File: config.mk
export PLATFORM = sky130hd
export DESIGN_NAME = uart_rx_param_flat
export DESIGN_NICKNAME = d
export VERILOG_FILES = /design/src/rtl/uart_pkg.sv /design/src/rtl/uart_rx_param_if.sv /design/src/rtl/uart_rx_fifo.sv /design/src/rtl/uart_rx_param.sv /design/src/flat_wrapper.sv
export SDC_FILE = /design/constraint.sdc
export NUM_CORES = 1
export LEC_CHECK = 0
export BUFFER_PORTS_ARGS = -buffer_cell sky130_fd_sc_hd__buf_2
export CAP_MARGIN = 20
export CORE_AREA = 2 2 261 263
export DETAILED_ROUTE_END_ITERATION = 10
export DIE_AREA = 0 0 263 265
export GPL_TIMING_DRIVEN = 1
export PLACE_DENSITY = 0.44
export SETUP_SLACK_MARGIN = 0.5
export SLEW_MARGIN = 20
export SYNTH_ARGS = -nofsm -noshare
export SYNTH_HDL_FRONTEND = slang
export SYNTH_SLANG_ARGS = --single-unit
File: constraint.sdc
create_clock -name clk -period 6.75 [get_ports clk]
set_input_delay 1.6875 -clock clk [delete_from_list [all_inputs] [get_ports clk]]
set_output_delay 1.6875 -clock clk [all_outputs]
set_load 0.05 [all_outputs]
File: src/rtl/uart_pkg.sv
// Shared types for the parametrised UART receiver: FSM states, parity modes,
// FIFO entry layout and the data-bits decode.
package uart_pkg;

  typedef enum logic [2:0] {
    ST_IDLE, ST_START, ST_DATA, ST_PARITY, ST_STOP1, ST_STOP2, ST_PUSH, ST_BRK_WAIT
  } rx_state_t;

  localparam logic [1:0] PAR_NONE = 2'b00;
  localparam logic [1:0] PAR_EVEN = 2'b01;
  localparam logic [1:0] PAR_ODD  = 2'b10;

  typedef struct packed {
    logic       perr;
    logic       ferr;
    logic [7:0] data;
  } fifo_entry_t;

  localparam int ENTRY_W = $bits(fifo_entry_t);

  function automatic logic [3:0] data_bits(input logic [1:0] sel);
    return 4'd5 + {2'b00, sel};
  endfunction

endpackage

File: src/rtl/uart_rx_param_if.sv
// Register-side view of the receiver: FIFO pop port, status and interrupt.
interface uart_rx_param_if #(
  parameter int FIFO_AW = 4
);
  logic               rd_en;
  logic [7:0]         rd_data;
  logic               rd_parity_err;
  logic               rd_frame_err;
  logic               fifo_empty;
  logic               fifo_full;
  logic [FIFO_AW:0]   fifo_level;
  logic               busy;
  logic               overrun;
  logic               break_det;
  logic               clr_sticky;
  logic               irq;
  logic [3:0]         irq_src;

  modport master (
    output rd_en, clr_sticky,
    input  rd_data, rd_parity_err, rd_frame_err, fifo_empty, fifo_full, fifo_level,
           busy, overrun, break_det, irq, irq_src
  );

  modport slave (
    input  rd_en, clr_sticky,
    output rd_data, rd_parity_err, rd_frame_err, fifo_empty, fifo_full, fifo_level,
           busy, overrun, break_det, irq, irq_src
  );
endinterface

File: src/rtl/uart_rx_fifo.sv
// Show-ahead synchronous FIFO with level output; a push while full only lands
// if a pop happens in the same cycle.
module uart_rx_fifo #(
  parameter int W     = 10,
  parameter int DEPTH = 16,
  parameter int AW    = 4
) (
  input  logic         clk,
  input  logic         rst,
  input  logic         push,
  input  logic [W-1:0] wdata,
  input  logic         pop,
  output logic [W-1:0] rdata,
  output logic         empty,
  output logic         full,
  output logic [AW:0]  level
);
  localparam logic [AW:0] FULL_LVL = (AW+1)'(DEPTH);

  logic [W-1:0]  mem [DEPTH];
  logic [AW-1:0] wptr, rptr;
  logic          do_push, do_pop;

  assign empty   = (level == '0);
  assign full    = (level == FULL_LVL);
  assign do_pop  = pop && !empty;
  assign do_push = push && (!full || do_pop);
  // Head reads as zero while empty so the output matches its reset value.
  assign rdata   = empty ? '0 : mem[rptr];

  always_ff @(posedge clk) begin
    if (rst) begin
      wptr  <= '0;
      rptr  <= '0;
      level <= '0;
    end else begin
      if (do_push) wptr <= wptr + 1'b1;
      if (do_pop)  rptr <= rptr + 1'b1;
      level <= level + (AW+1)'(do_push) - (AW+1)'(do_pop);
    end
  end

  always_ff @(posedge clk) begin
    if (do_push) mem[wptr] <= wdata;
  end

endmodule

File: src/rtl/uart_rx_param.sv
// UART receiver with runtime frame format, 3-sample majority voting, tagged
// receive FIFO, break/overrun/timeout detection and a combined level IRQ.
module uart_rx_param
  import uart_pkg::*;
#(
  parameter int DIV_W        = 32,
  parameter int FIFO_DEPTH   = 16,
  parameter int FIFO_AW      = 4,
  parameter int TIMEOUT_BITS = 40
) (
  input  logic             clk,
  input  logic             rst,
  input  logic             cfg_en,
  input  logic [DIV_W-1:0] cfg_clk_div,
  input  logic [1:0]       cfg_data_bits,
  input  logic [1:0]       cfg_parity,
  input  logic             cfg_stop2,
  input  logic [FIFO_AW:0] cfg_thresh,
  input  logic             rx,
  uart_rx_param_if.slave   bus
);
  localparam int TO_W = DIV_W + 8;

  rx_state_t          state, state_nxt;
  logic               rx_s1, rx_s2, rx_d;
  logic [DIV_W-1:0]   cnt, div_l, centre;
  logic [3:0]         nbits_l, bit_idx;
  logic               par_en_l, par_odd_l, stop2_l;
  logic [7:0]         data_r;
  logic               par_r, ferr_r, s_a, s_b;
  logic               start_go, at_c1, at_c0, at_s, at_end, maj, brk;
  logic               busy, push, brk_set, perr, pop;
  fifo_entry_t        wentry, hentry;
  logic [ENTRY_W-1:0] hraw;
  logic               f_empty, f_full;
  logic [FIFO_AW:0]   f_level;
  logic [TO_W-1:0]    to_cnt, to_lim;
  logic               to_run, to_set, to_pend, overrun, break_det, thr, irq;
  logic [3:0]         irq_src;

  always_ff @(posedge clk) begin
    if (rst) begin
      {rx_s1, rx_s2, rx_d} <= 3'b111;
    end else begin
      rx_s1 <= rx;
      rx_s2 <= rx_s1;
      rx_d  <= rx_s2;
    end
  end

  assign centre   = div_l >> 1;
  assign at_c1    = (cnt == centre - 1'b1);
  assign at_c0    = (cnt == centre);
  assign at_s     = (cnt == centre + 1'b1);
  assign at_end   = (cnt == div_l - 1'b1);
  assign maj      = (s_a & s_b) | (s_a & rx_s2) | (s_b & rx_s2);
  assign start_go = (state == ST_IDLE) && cfg_en && rx_d && !rx_s2;
  assign brk      = (data_r == 8'h00) && !(par_en_l && par_r) && !maj;
  assign perr     = par_en_l && (^data_r ^ par_r ^ par_odd_l);

  always_ff @(posedge clk) begin
    if (rst) state <= ST_IDLE;
    else     state <= state_nxt;
  end

  always_comb begin
    state_nxt = state;
    case (state)
      ST_IDLE:     if (start_go) state_nxt = ST_START;
      ST_START:    if (at_s && maj) state_nxt = ST_IDLE;
                   else if (at_end) state_nxt = ST_DATA;
      ST_DATA:     if (at_end && bit_idx == nbits_l)
                     state_nxt = par_en_l ? ST_PARITY : ST_STOP1;
      ST_PARITY:   if (at_end) state_nxt = ST_STOP1;
      // The last stop bit hands off at its sample point, leaving the rest of
      // the bit for PUSH so a back-to-back start edge is never missed.
      ST_STOP1:    if (at_s && brk) state_nxt = ST_BRK_WAIT;
                   else if (at_s && !stop2_l) state_nxt = ST_PUSH;
                   else if (at_end && stop2_l) state_nxt = ST_STOP2;
      ST_STOP2:    if (at_s) state_nxt = ST_PUSH;
      ST_PUSH:     state_nxt = ST_IDLE;
      ST_BRK_WAIT: if (rx_s2) state_nxt = ST_IDLE;
      default:     state_nxt = ST_IDLE;
    endcase
  end

  always_comb begin
    busy    = (state != ST_IDLE);
    push    = (state == ST_PUSH);
    brk_set = (state == ST_STOP1) && at_s && brk;
  end

  always_ff @(posedge clk) begin
    if (rst) begin
      cnt       <= '0;
      div_l     <= '0;
      nbits_l   <= '0;
      bit_idx   <= '0;
      par_en_l  <= 1'b0;
      par_odd_l <= 1'b0;
      stop2_l   <= 1'b0;
      data_r    <= '0;
      par_r     <= 1'b0;
      ferr_r    <= 1'b0;
      s_a       <= 1'b1;
      s_b       <= 1'b1;
    end else if (start_go) begin
      // The edge cycle is sample 0 of the start bit.
      cnt       <= DIV_W'(1);
      div_l     <= cfg_clk_div;
      nbits_l   <= data_bits(cfg_data_bits);
      par_en_l  <= (cfg_parity == PAR_EVEN) || (cfg_parity == PAR_ODD);
      par_odd_l <= (cfg_parity == PAR_ODD);
      stop2_l   <= cfg_stop2;
      bit_idx   <= '0;
      data_r    <= '0;
      par_r     <= 1'b0;
      ferr_r    <= 1'b0;
    end else if (busy) begin
      cnt <= at_end ? '0 : cnt + 1'b1;
      if (at_c1) s_a <= rx_s2;
      if (at_c0) s_b <= rx_s2;
      if (at_s) begin
        case (state)
          ST_DATA: begin
            data_r[bit_idx[2:0]] <= maj;
            bit_idx              <= bit_idx + 1'b1;
          end
          ST_PARITY:          par_r  <= maj;
          ST_STOP1, ST_STOP2: ferr_r <= ferr_r | ~maj;
          default: ;
        endcase
      end
    end
  end

  assign wentry = '{perr: perr, ferr: ferr_r, data: data_r};
  assign pop    = bus.rd_en && !f_empty;

  uart_rx_fifo #(.W(ENTRY_W), .DEPTH(FIFO_DEPTH), .AW(FIFO_AW)) u_fifo (
    .clk   (clk),
    .rst   (rst),
    .push  (push),
    .wdata (wentry),
    .pop   (bus.rd_en),
    .rdata (hraw),
    .empty (f_empty),
    .full  (f_full),
    .level (f_level)
  );

  assign hentry = fifo_entry_t'(hraw);

  assign to_lim = TO_W'(TIMEOUT_BITS) * TO_W'(cfg_clk_div);
  assign to_run = (state == ST_IDLE) && !f_empty;
  // Single pulse on reaching the limit, so clr_sticky can drop the pending bit.
  assign to_set = to_run && !start_go && !pop && (to_cnt == to_lim - 1'b1);

  always_ff @(posedge clk) begin
    if (rst || start_go || pop || !to_run) to_cnt <= '0;
    else if (to_cnt != to_lim)            to_cnt <= to_cnt + 1'b1;
  end

  always_ff @(posedge clk) begin
    if (rst) begin
      overrun   <= 1'b0;
      break_det <= 1'b0;
      to_pend   <= 1'b0;
      irq       <= 1'b0;
    end else begin
      if (push && f_full && !bus.rd_en) overrun <= 1'b1;
      else if (bus.clr_sticky)          overrun <= 1'b0;
      if (brk_set)                      break_det <= 1'b1;
      else if (bus.clr_sticky)          break_det <= 1'b0;
      if (to_set)                       to_pend <= 1'b1;
      else if (bus.clr_sticky || f_empty) to_pend <= 1'b0;
      irq <= |irq_src;
    end
  end

  assign thr     = (cfg_thresh != '0) && (f_level >= cfg_thresh);
  assign irq_src = {break_det, overrun, to_pend, thr};

  assign bus.rd_data       = hentry.data;
  assign bus.rd_parity_err = hentry.perr;
  assign bus.rd_frame_err  = hentry.ferr;
  assign bus.fifo_empty    = f_empty;
  assign bus.fifo_full     = f_full;
  assign bus.fifo_level    = f_level;
  assign bus.busy          = busy;
  assign bus.overrun       = overrun;
  assign bus.break_det     = break_det;
  assign bus.irq           = irq;
  assign bus.irq_src       = irq_src;

endmodule

File: src/flat_wrapper.sv
// flat-port wrapper written by rule: the top's interface ports become plain ports
module uart_rx_param_flat import uart_pkg::*;
#(
  parameter int DIV_W        = 32,
  parameter int FIFO_DEPTH   = 16,
  parameter int FIFO_AW      = 4,
  parameter int TIMEOUT_BITS = 40
)
  (clk, rst, cfg_en, cfg_clk_div, cfg_data_bits, cfg_parity, cfg_stop2, cfg_thresh, rx, bus_rd_en, bus_clr_sticky, bus_rd_data, bus_rd_parity_err, bus_rd_frame_err, bus_fifo_empty, bus_fifo_full, bus_fifo_level, bus_busy, bus_overrun, bus_break_det, bus_irq, bus_irq_src);
  uart_rx_param_if #(.FIFO_AW(FIFO_AW)) bus_i ();
  input  logic clk;
  input  logic rst;
  input  logic cfg_en;
  input  logic [DIV_W-1:0] cfg_clk_div;
  input  logic [1:0] cfg_data_bits;
  input  logic [1:0] cfg_parity;
  input  logic cfg_stop2;
  input  logic [FIFO_AW:0] cfg_thresh;
  input  logic rx;
  input wire logic [$bits(bus_i.rd_en)-1:0] bus_rd_en;
  input wire logic [$bits(bus_i.clr_sticky)-1:0] bus_clr_sticky;
  output wire logic [$bits(bus_i.rd_data)-1:0] bus_rd_data;
  output wire logic [$bits(bus_i.rd_parity_err)-1:0] bus_rd_parity_err;
  output wire logic [$bits(bus_i.rd_frame_err)-1:0] bus_rd_frame_err;
  output wire logic [$bits(bus_i.fifo_empty)-1:0] bus_fifo_empty;
  output wire logic [$bits(bus_i.fifo_full)-1:0] bus_fifo_full;
  output wire logic [$bits(bus_i.fifo_level)-1:0] bus_fifo_level;
  output wire logic [$bits(bus_i.busy)-1:0] bus_busy;
  output wire logic [$bits(bus_i.overrun)-1:0] bus_overrun;
  output wire logic [$bits(bus_i.break_det)-1:0] bus_break_det;
  output wire logic [$bits(bus_i.irq)-1:0] bus_irq;
  output wire logic [$bits(bus_i.irq_src)-1:0] bus_irq_src;
  assign bus_i.rd_en = bus_rd_en;
  assign bus_i.clr_sticky = bus_clr_sticky;
  assign bus_rd_data = bus_i.rd_data;
  assign bus_rd_parity_err = bus_i.rd_parity_err;
  assign bus_rd_frame_err = bus_i.rd_frame_err;
  assign bus_fifo_empty = bus_i.fifo_empty;
  assign bus_fifo_full = bus_i.fifo_full;
  assign bus_fifo_level = bus_i.fifo_level;
  assign bus_busy = bus_i.busy;
  assign bus_overrun = bus_i.overrun;
  assign bus_break_det = bus_i.break_det;
  assign bus_irq = bus_i.irq;
  assign bus_irq_src = bus_i.irq_src;
  uart_rx_param #(.DIV_W(DIV_W), .FIFO_DEPTH(FIFO_DEPTH), .FIFO_AW(FIFO_AW), .TIMEOUT_BITS(TIMEOUT_BITS)) u_core (.clk(clk), .rst(rst), .cfg_en(cfg_en), .cfg_clk_div(cfg_clk_div), .cfg_data_bits(cfg_data_bits), .cfg_parity(cfg_parity), .cfg_stop2(cfg_stop2), .cfg_thresh(cfg_thresh), .rx(rx), .bus(bus_i));
endmodule
Word level (Yosys, flattened, before mapping)
Memory sizes are Yosys's and may differ from the RTL's. A register that Yosys moved wholly into a read port is not among the register bits.
Cells that the tools add are included.
{ "word_totals": {"ram_bits": 160, "out_inout_bits": 25, "memories": 1, "ff_bits": 150} }
{ "mem_list": {"columns": ["memory", "depth", "word_bits", "rd", "rd_clocked_by_memory_dff", "write_ports", "line", "source"], "rows": [
  ["u_core.u_fifo.mem", 16, 10, 1, 1, 1, "uart_rx_fifo.sv:20", "logic [W-1:0] mem [DEPTH];"]
]} }
{ "op_classes": {"bitwise_logic": 10, "order_cmp": 3, "add_sub_neg": 12, "mul": 1, "eq_ne": 24, "n_mux": 28, "reduce_logical": 59} }
{ "op_table": {"columns": ["operator", "count"], "rows": [
  ["$eq 32x32->1", 3],
  ["$add 40x1->40 const B", 1],
  ["$eq 40x40->1", 1],
  ["$ne 40x38->1", 1],
  ["$sub 38x1->39 const B", 1],
  ["$mul 3x32->35 const A", 1],
  ["$mux 3", 11],
  ["$add 31x1->32 const B", 1],
  ["$add 32x1->32 const B", 1],
  ["$eq 32x31->1", 1],
  ["$mux 32", 1],
  ["$sub 31x1->32 const B", 1],
  ["$sub 32x1->32 const B", 1],
  ["$logic_and 1x1->1", 24],
  ["$pmux 3 s8", 1],
  ["$reduce_and 3->1", 5],
  ["$add 4x1->4 const B", 3],
  ["$eq 3x3->1 const B", 4],
  ["$logic_not 1->1", 10],
  ["$mux 1", 10],
  ["$mux 10", 1],
  ["$ne 2x1->1 const B", 5],
  ["$bwmux 8", 1],
  ["$logic_not 8->1", 1],
  ["other kinds (30)", 47]
]} }

Logic depth before layout (Yosys ltp)
{ "logic_depth": {"ltp_word": 9, "ltp_mapped": 17} }

Cells and area by module
A second synthesis with hierarchy kept.
{ "hier_totals": {"hier_cells": 2144, "hier_area_um2": 20434.6} }
{ "modules_own_cells": {"columns": ["module", "instances", "cells_per_inst", "area_each_um2"], "rows": [
  ["uart_rx_param", 1, 1783, 13360.3],
  ["uart_rx_fifo", 1, 361, 7074.3]
]} }

Least setup slack after synthesis
OpenSTA, ideal clock, no wires.
{ "synth_timing": {"path_kind": "input port to flip-flop", "startpoint": "input port cfg_clk_div[1]", "endpoint": "register u_core.to_pend", "setup_ns": 0.069, "slack_ns": 1.033, "required_ns": 6.681, "arrival_ns": 5.648, "cell_stages": 16, "cell_sequence": "ha_1 -> ha_1 -> inv_1 -> fa_1 -> nand2b_1 -> a21o_2 -> a21oi_1 -> o221ai_1 -> a222oi_1 -> nand4_2 -> o21a_1 -> or4_1 -> nand3_1 -> o2111ai_1 -> or4_1 -> o21ai_1"} }
{ "synth_between": {"elab_chain_cells": 5} }
{ "synth_lines": {"columns": ["item", "line", "source"], "rows": [
  ["start: declaration", "flat_wrapper.sv:14", "input logic [DIV_W-1:0] cfg_clk_div;"],
  ["$mul 3x32->35 *", "uart_rx_param.sv:154", "assign to_lim = TO_W'(TIMEOUT_BITS) * TO_W'(cfg_clk_div);"],
  ["$sub 38x1->39 *", "uart_rx_param.sv:157", "assign to_set = to_run && !start_go && !pop && (to_cnt == to_lim - 1'b1);"],
  ["$eq 40x40->1 *", "uart_rx_param.sv:157", null],
  ["$logic_and 1x1->1 *", "uart_rx_param.sv:157", null],
  ["$mux 1 / $reduce_bool 2->1 (equally long branches)", null, null],
  ["end signal: assignment", "uart_rx_param.sv:168", "to_pend <= 1'b0;"],
  ["end signal: assignment", "uart_rx_param.sv:175", "if (to_set) to_pend <= 1'b1;"],
  ["end signal: assignment", "uart_rx_param.sv:176", "else if (bus.clr_sticky || f_empty) to_pend <= 1'b0;"],
  ["end: declaration", "uart_rx_param.sv:38", "logic to_run, to_set, to_pend, overrun, break_det, thr, irq;"]
]} }
Every way passes the cells marked *; elsewhere a longest branch is shown, timed or not.
A chain may end at the register's enable or synchronous reset.

Worst setup path in the final report
{ "layout_timing": {"startpoint": "input port cfg_clk_div[11]", "endpoint": "register u_core.to_pend"} }
The elaborated chain is that of the path after synthesis.

==> flow_results.xml <==
<?xml version="1.0" encoding="UTF-8"?>
<metrics>
  <group name="cts">
    <metric name="htree_levels" unit="">2</metric>
    <metric name="cts_tree" unit="">built</metric>
    <metric name="cts-buffers-inserted" unit="">37</metric>
    <metric name="clock_root_buffer" unit="">sky130_fd_sc_hd__clkbuf_16</metric>
    <metric name="clock-sinks" unit="">314</metric>
    <metric name="clk_latency" unit="ns">0.58</metric>
    <metric name="worst_setup_hold_path_clk_slew" unit="ns">0.07</metric>
    <metric name="cts_setup_buffers" unit="">0</metric>
    <metric name="clk_path_buf_depth" unit="">3</metric>
  </group>
  <group name="pwr">
    <metric name="power.density" unit="nW/µm²">264</metric>
    <metric name="vdd.ir_drop.worst" unit="V">0.000148</metric>
    <metric name="report.power.total" unit="mW">5.90</metric>
    <metric name="cellLeakagePower" unit="nW">7.95</metric>
  </group>
  <group name="routing">
    <metric name="postRouteAntennaNets" unit="">0</metric>
    <metric name="drt-wirelength-per-cell" unit="µm">18.9</metric>
    <metric name="drc" unit="">0</metric>
    <metric name="totalWireLength" unit="mm">56.9</metric>
    <metric name="initialDrtViolationCount" unit="">1117</metric>
    <metric name="vias" unit="">15600</metric>
    <metric name="drt-pass1-iter-count" unit="">5</metric>
    <metric name="vias_per_cell" unit="">5.20</metric>
  </group>
  <group name="global_route">
    <metric name="grt_overflow" unit="">0</metric>
    <metric name="maximum_number_of_pins_on_one_net_before_global_route_repair" unit="">45</metric>
    <metric name="overall_global_routing_resource_usage" unit="%">16.3</metric>
    <metric name="antenna_found_initial" unit="">5</metric>
    <metric name="grt_pass1_wl" unit="mm">90.3</metric>
    <metric name="grt_pass1_vias" unit="">15400</metric>
  </group>
  <group name="synthesis">
    <metric name="synth-seq-cells" unit="">314</metric>
    <metric name="synth_enable_flop_cells" unit="">160</metric>
    <metric name="post_synth.cell_area_avg" unit="µm²">9.50</metric>
    <metric name="netlist_instances" unit="">2097</metric>
    <metric name="synth_top_area_share" unit="%">24.1</metric>
    <metric name="async_flop_share" unit="%">0</metric>
    <metric name="post_syn_area" unit="µm²">19900</metric>
    <metric name="fraction_of_the_yosys_area_taken_by_sequential_cells" unit="%">39.6</metric>
    <metric name="yosysWarnings" unit="">0</metric>
    <metric name="synth.cells.most_frequent" unit="">sky130_fd_sc_hd__nor2_1, sky130_fd_sc_hd__nand2_1, sky130_fd_sc_hd__edfxtp_1, sky130_fd_sc_hd__dfxtp_1, sky130_fd_sc_hd__xnor2_1</metric>
    <metric name="synth-main-ff-cell" unit="">sky130_fd_sc_hd__edfxtp_1</metric>
    <metric name="syn-num-nets" unit="">2238</metric>
    <metric name="post-synth-top-area-cell" unit="">sky130_fd_sc_hd__edfxtp_1</metric>
    <metric name="synth_cell_types" unit="">96</metric>
    <metric name="yosysMostFrequentCell" unit="">sky130_fd_sc_hd__nor2_1</metric>
    <metric name="synth_top_cells_by_area" unit="">sky130_fd_sc_hd__edfxtp_1, sky130_fd_sc_hd__dfxtp_1, sky130_fd_sc_hd__xnor2_1, sky130_fd_sc_hd__ha_1, sky130_fd_sc_hd__mux4_2</metric>
  </group>
  <group name="timing">
    <metric name="slew_headroom" unit="%">29.2</metric>
    <metric name="final_critical_path_setup_slack" unit="ns">0.855</metric>
    <metric name="worst_hold_slack" unit="ns">0.435</metric>
    <metric name="timing.setup.tns" unit="ns">0</metric>
    <metric name="tightestPinTransition" unit="ns">1.05</metric>
    <metric name="fin_skew" unit="ns">0.0255</metric>
    <metric name="slew_violations" unit="">0</metric>
    <metric name="report.final.hold_viol_count" unit="">0</metric>
    <metric name="finalSetupViolations" unit="">0</metric>
    <metric name="timing.fmax" unit="MHz">170</metric>
    <metric name="post-route-period-util" unit="%">87.3</metric>
    <metric name="grt_setup_unrepaired" unit="">no</metric>
    <metric name="layout_min_cycle_time" unit="ns">5.90</metric>
  </group>
  <group name="run">
    <metric name="drv_cap" unit="">0</metric>
  </group>
  <group name="placed_design">
    <metric name="gpl.final_weighted_congestion" unit="">0.854</metric>
    <metric name="pre_cts_ws" unit="ns">0.154</metric>
    <metric name="port_buffers" unit="">72</metric>
    <metric name="dp.final_hpwl" unit="mm">43.1</metric>
    <metric name="placed_instance_count" unit="">2938</metric>
  </group>
  <group name="floorplan">
    <metric name="core_area" unit="µm²">66800</metric>
    <metric name="top_level_ports" unit="">73</metric>
    <metric name="dieArea" unit="µm²">69700</metric>
    <metric name="initial_core_util" unit="%">29.8</metric>
    <metric name="dieHeight" unit="µm">265</metric>
    <metric name="die_width" unit="µm">263</metric>
    <metric name="num_rows" unit="">95</metric>
  </group>
  <group name="finish">
    <metric name="area_of_the_multi_input_gates" unit="µm²">11300</metric>
    <metric name="final_layout_size_suffix_gt1_share" unit="%">12.3</metric>
    <metric name="layoutNonFillerInstCount" unit="">3008</metric>
    <metric name="area_growth" unit="%">12.1</metric>
    <metric name="layout.filler_cells" unit="">6924</metric>
    <metric name="seq_area" unit="µm²">7890</metric>
    <metric name="layout_net_count" unit="">2247</metric>
  </group>
  <group name="worst_setup_path">
    <metric name="cp_data_arrival_time" unit="ns">6.40</metric>
    <metric name="critPathCaptureType" unit="">flop</metric>
    <metric name="rrSetupSlack" unit="ns">1.90</metric>
    <metric name="critPathMaxFanout" unit="">13</metric>
    <metric name="start_kind" unit="">input port</metric>
    <metric name="worst-setup-path-type" unit="">in -&gt; reg</metric>
    <metric name="critical_path_required" unit="ns">7.26</metric>
  </group>
  <group name="outcome">
    <metric name="run_status" unit="">finished, final reports clean</metric>
  </group>
  <group name="worst_hold_path">
    <metric name="timing.hold.worst.class" unit="">reg -&gt; reg</metric>
  </group>
</metrics>
-- per-layer routing --
layer	track usage (%)	part of all wire, %
met3	2.69	4.9
met4	3.74	1.6
met5	0	0
met2	26.7	46
met1	22.4	48
-- critical path, cell delays in order --
cell	delay [ns]
sky130_fd_sc_hd__buf_2	0.15
sky130_fd_sc_hd__ha_1	0.31
sky130_fd_sc_hd__ha_1	0.55
sky130_fd_sc_hd__nand4_1	0.22
sky130_fd_sc_hd__nor3_1	0.27
sky130_fd_sc_hd__a21boi_0	0.57
sky130_fd_sc_hd__o21bai_1	0.16
sky130_fd_sc_hd__a32o_1	0.23
sky130_fd_sc_hd__a22oi_1	0.25
sky130_fd_sc_hd__or4_1	0.36
sky130_fd_sc_hd__nor4_1	0.15
sky130_fd_sc_hd__a2111oi_0	0.64
sky130_fd_sc_hd__o2111ai_1	0.23
sky130_fd_sc_hd__or4_1	0.50
sky130_fd_sc_hd__o21ai_1	0.12
-- report_power, final --
| group | total, mW | leakage, nW | switching [mW] | internal, mW |
|---|---|---|---|---|
| combinational | 1.73 | 4.60 | 1.06 | 0.675 |
| sequential | 2.13 | 2.75 | 0.102 | 2.02 |
| clock | 2.05 | 0.606 | 0.846 | 1.20 |
| total | 5.90 | 7.95 | 2.00 | 3.90 |
-- cell usage in the layout, fill, tap and decap left out, types with 18 or more instances in the layout --
master,count
sky130_fd_sc_hd__dfxtp_1,152
sky130_fd_sc_hd__xor2_1,124
sky130_fd_sc_hd__nor2b_1,24
sky130_fd_sc_hd__nor3_1,50
sky130_fd_sc_hd__edfxtp_1,160
sky130_fd_sc_hd__clkbuf_16,37
sky130_fd_sc_hd__or3_1,26
sky130_fd_sc_hd__o21ai_0,53
sky130_fd_sc_hd__a21oi_1,120
sky130_fd_sc_hd__a31oi_1,21
sky130_fd_sc_hd__and2_1,19
sky130_fd_sc_hd__nand4_1,58
sky130_fd_sc_hd__buf_4,30
sky130_fd_sc_hd__nand3_1,61
sky130_fd_sc_hd__and3_1,23
sky130_fd_sc_hd__ha_1,91
sky130_fd_sc_hd__nand2b_1,18
sky130_fd_sc_hd__nor4_1,44
sky130_fd_sc_hd__nand2_1,199
sky130_fd_sc_hd__mux2i_1,26
sky130_fd_sc_hd__mux4_2,50
sky130_fd_sc_hd__xnor2_1,133
sky130_fd_sc_hd__nor2_1,216
sky130_fd_sc_hd__inv_1,59
sky130_fd_sc_hd__buf_2,72
-- stage by stage --
stage	utilization, %	cell area [µm²]
after floorplan	-	19900
after global placement	31.5	21000
final	33.4	22300
after detailed placement	31.5	21000
after CTS	33.4	22300
after global routing	33.4	22300
-- sequential cells by signal, summed over array words and instances (netlist names), 3 cells and up, named ones only --
signal / cells
u_core.bit_idx: 4
u_core.cnt: 32
u_core.data_r: 8
u_core.div_l: 32
u_core.nbits_l: 4
u_core.state: 3
u_core.to_cnt: 40
u_core.u_fifo.level: 5
u_core.u_fifo.mem: 160
u_core.u_fifo.rptr: 4
u_core.u_fifo.wptr: 4
-- cell type report --
class | count | share of cell area (%)
inverter | 60 | 1.01
multi-input combinational | 1591 | 50.5
tap | 873 | 4.89
timing repair buffer | 102 | 2.62
clock inverter | 12 | 0.958
clock buffer | 54 | 4.65
sequential | 314 | 35.3
antenna | 2 | 0.0224
-- final timing paths --
check,from,to,cells past startpoint
worst max register to register,u_core.div_l[3]$_SDFFE_PP0P_,u_core.state[1]$_SDFFE_PP0P_,13
worst min register to register,u_core.rx_s1$_SDFF_PP1_,u_core.rx_s2$_SDFF_PP1_,1
worst min-delay path,u_core.rx_s1$_SDFF_PP1_,u_core.rx_s2$_SDFF_PP1_,1
worst max-delay path,cfg_clk_div[11],u_core.to_pend$_SDFFE_PP0P_,15
-- logic make-up (layout without fill, tap and decap cells) --
group / after synthesis / after routing / synth area share [%]
xor gates and xnor gates: 259 / 259 / 11.5
AOI/OAI and AO/OA: 341 / 341 / 11.1
DFF: 314 / 314 / 39.6
buffers and inverters: 192 / 228 / 4.02
adders and majority gates: 94 / 94 / 5.97
and+or+nand+nor: 818 / 818 / 20.6
muxes: 79 / 79 / 7.13
other: 0 / 2 / 0
-- timing repair --
| item | in CTS | in global routing |
|---|---|---|
| hold endpoints to repair | 0 | 0 |
| hold buffers | 0 | 0 |
| setup endpoints to repair | 0 | 1 |
| resized for setup | 0 | 2 |
Power figures use the tool's default switching activity.
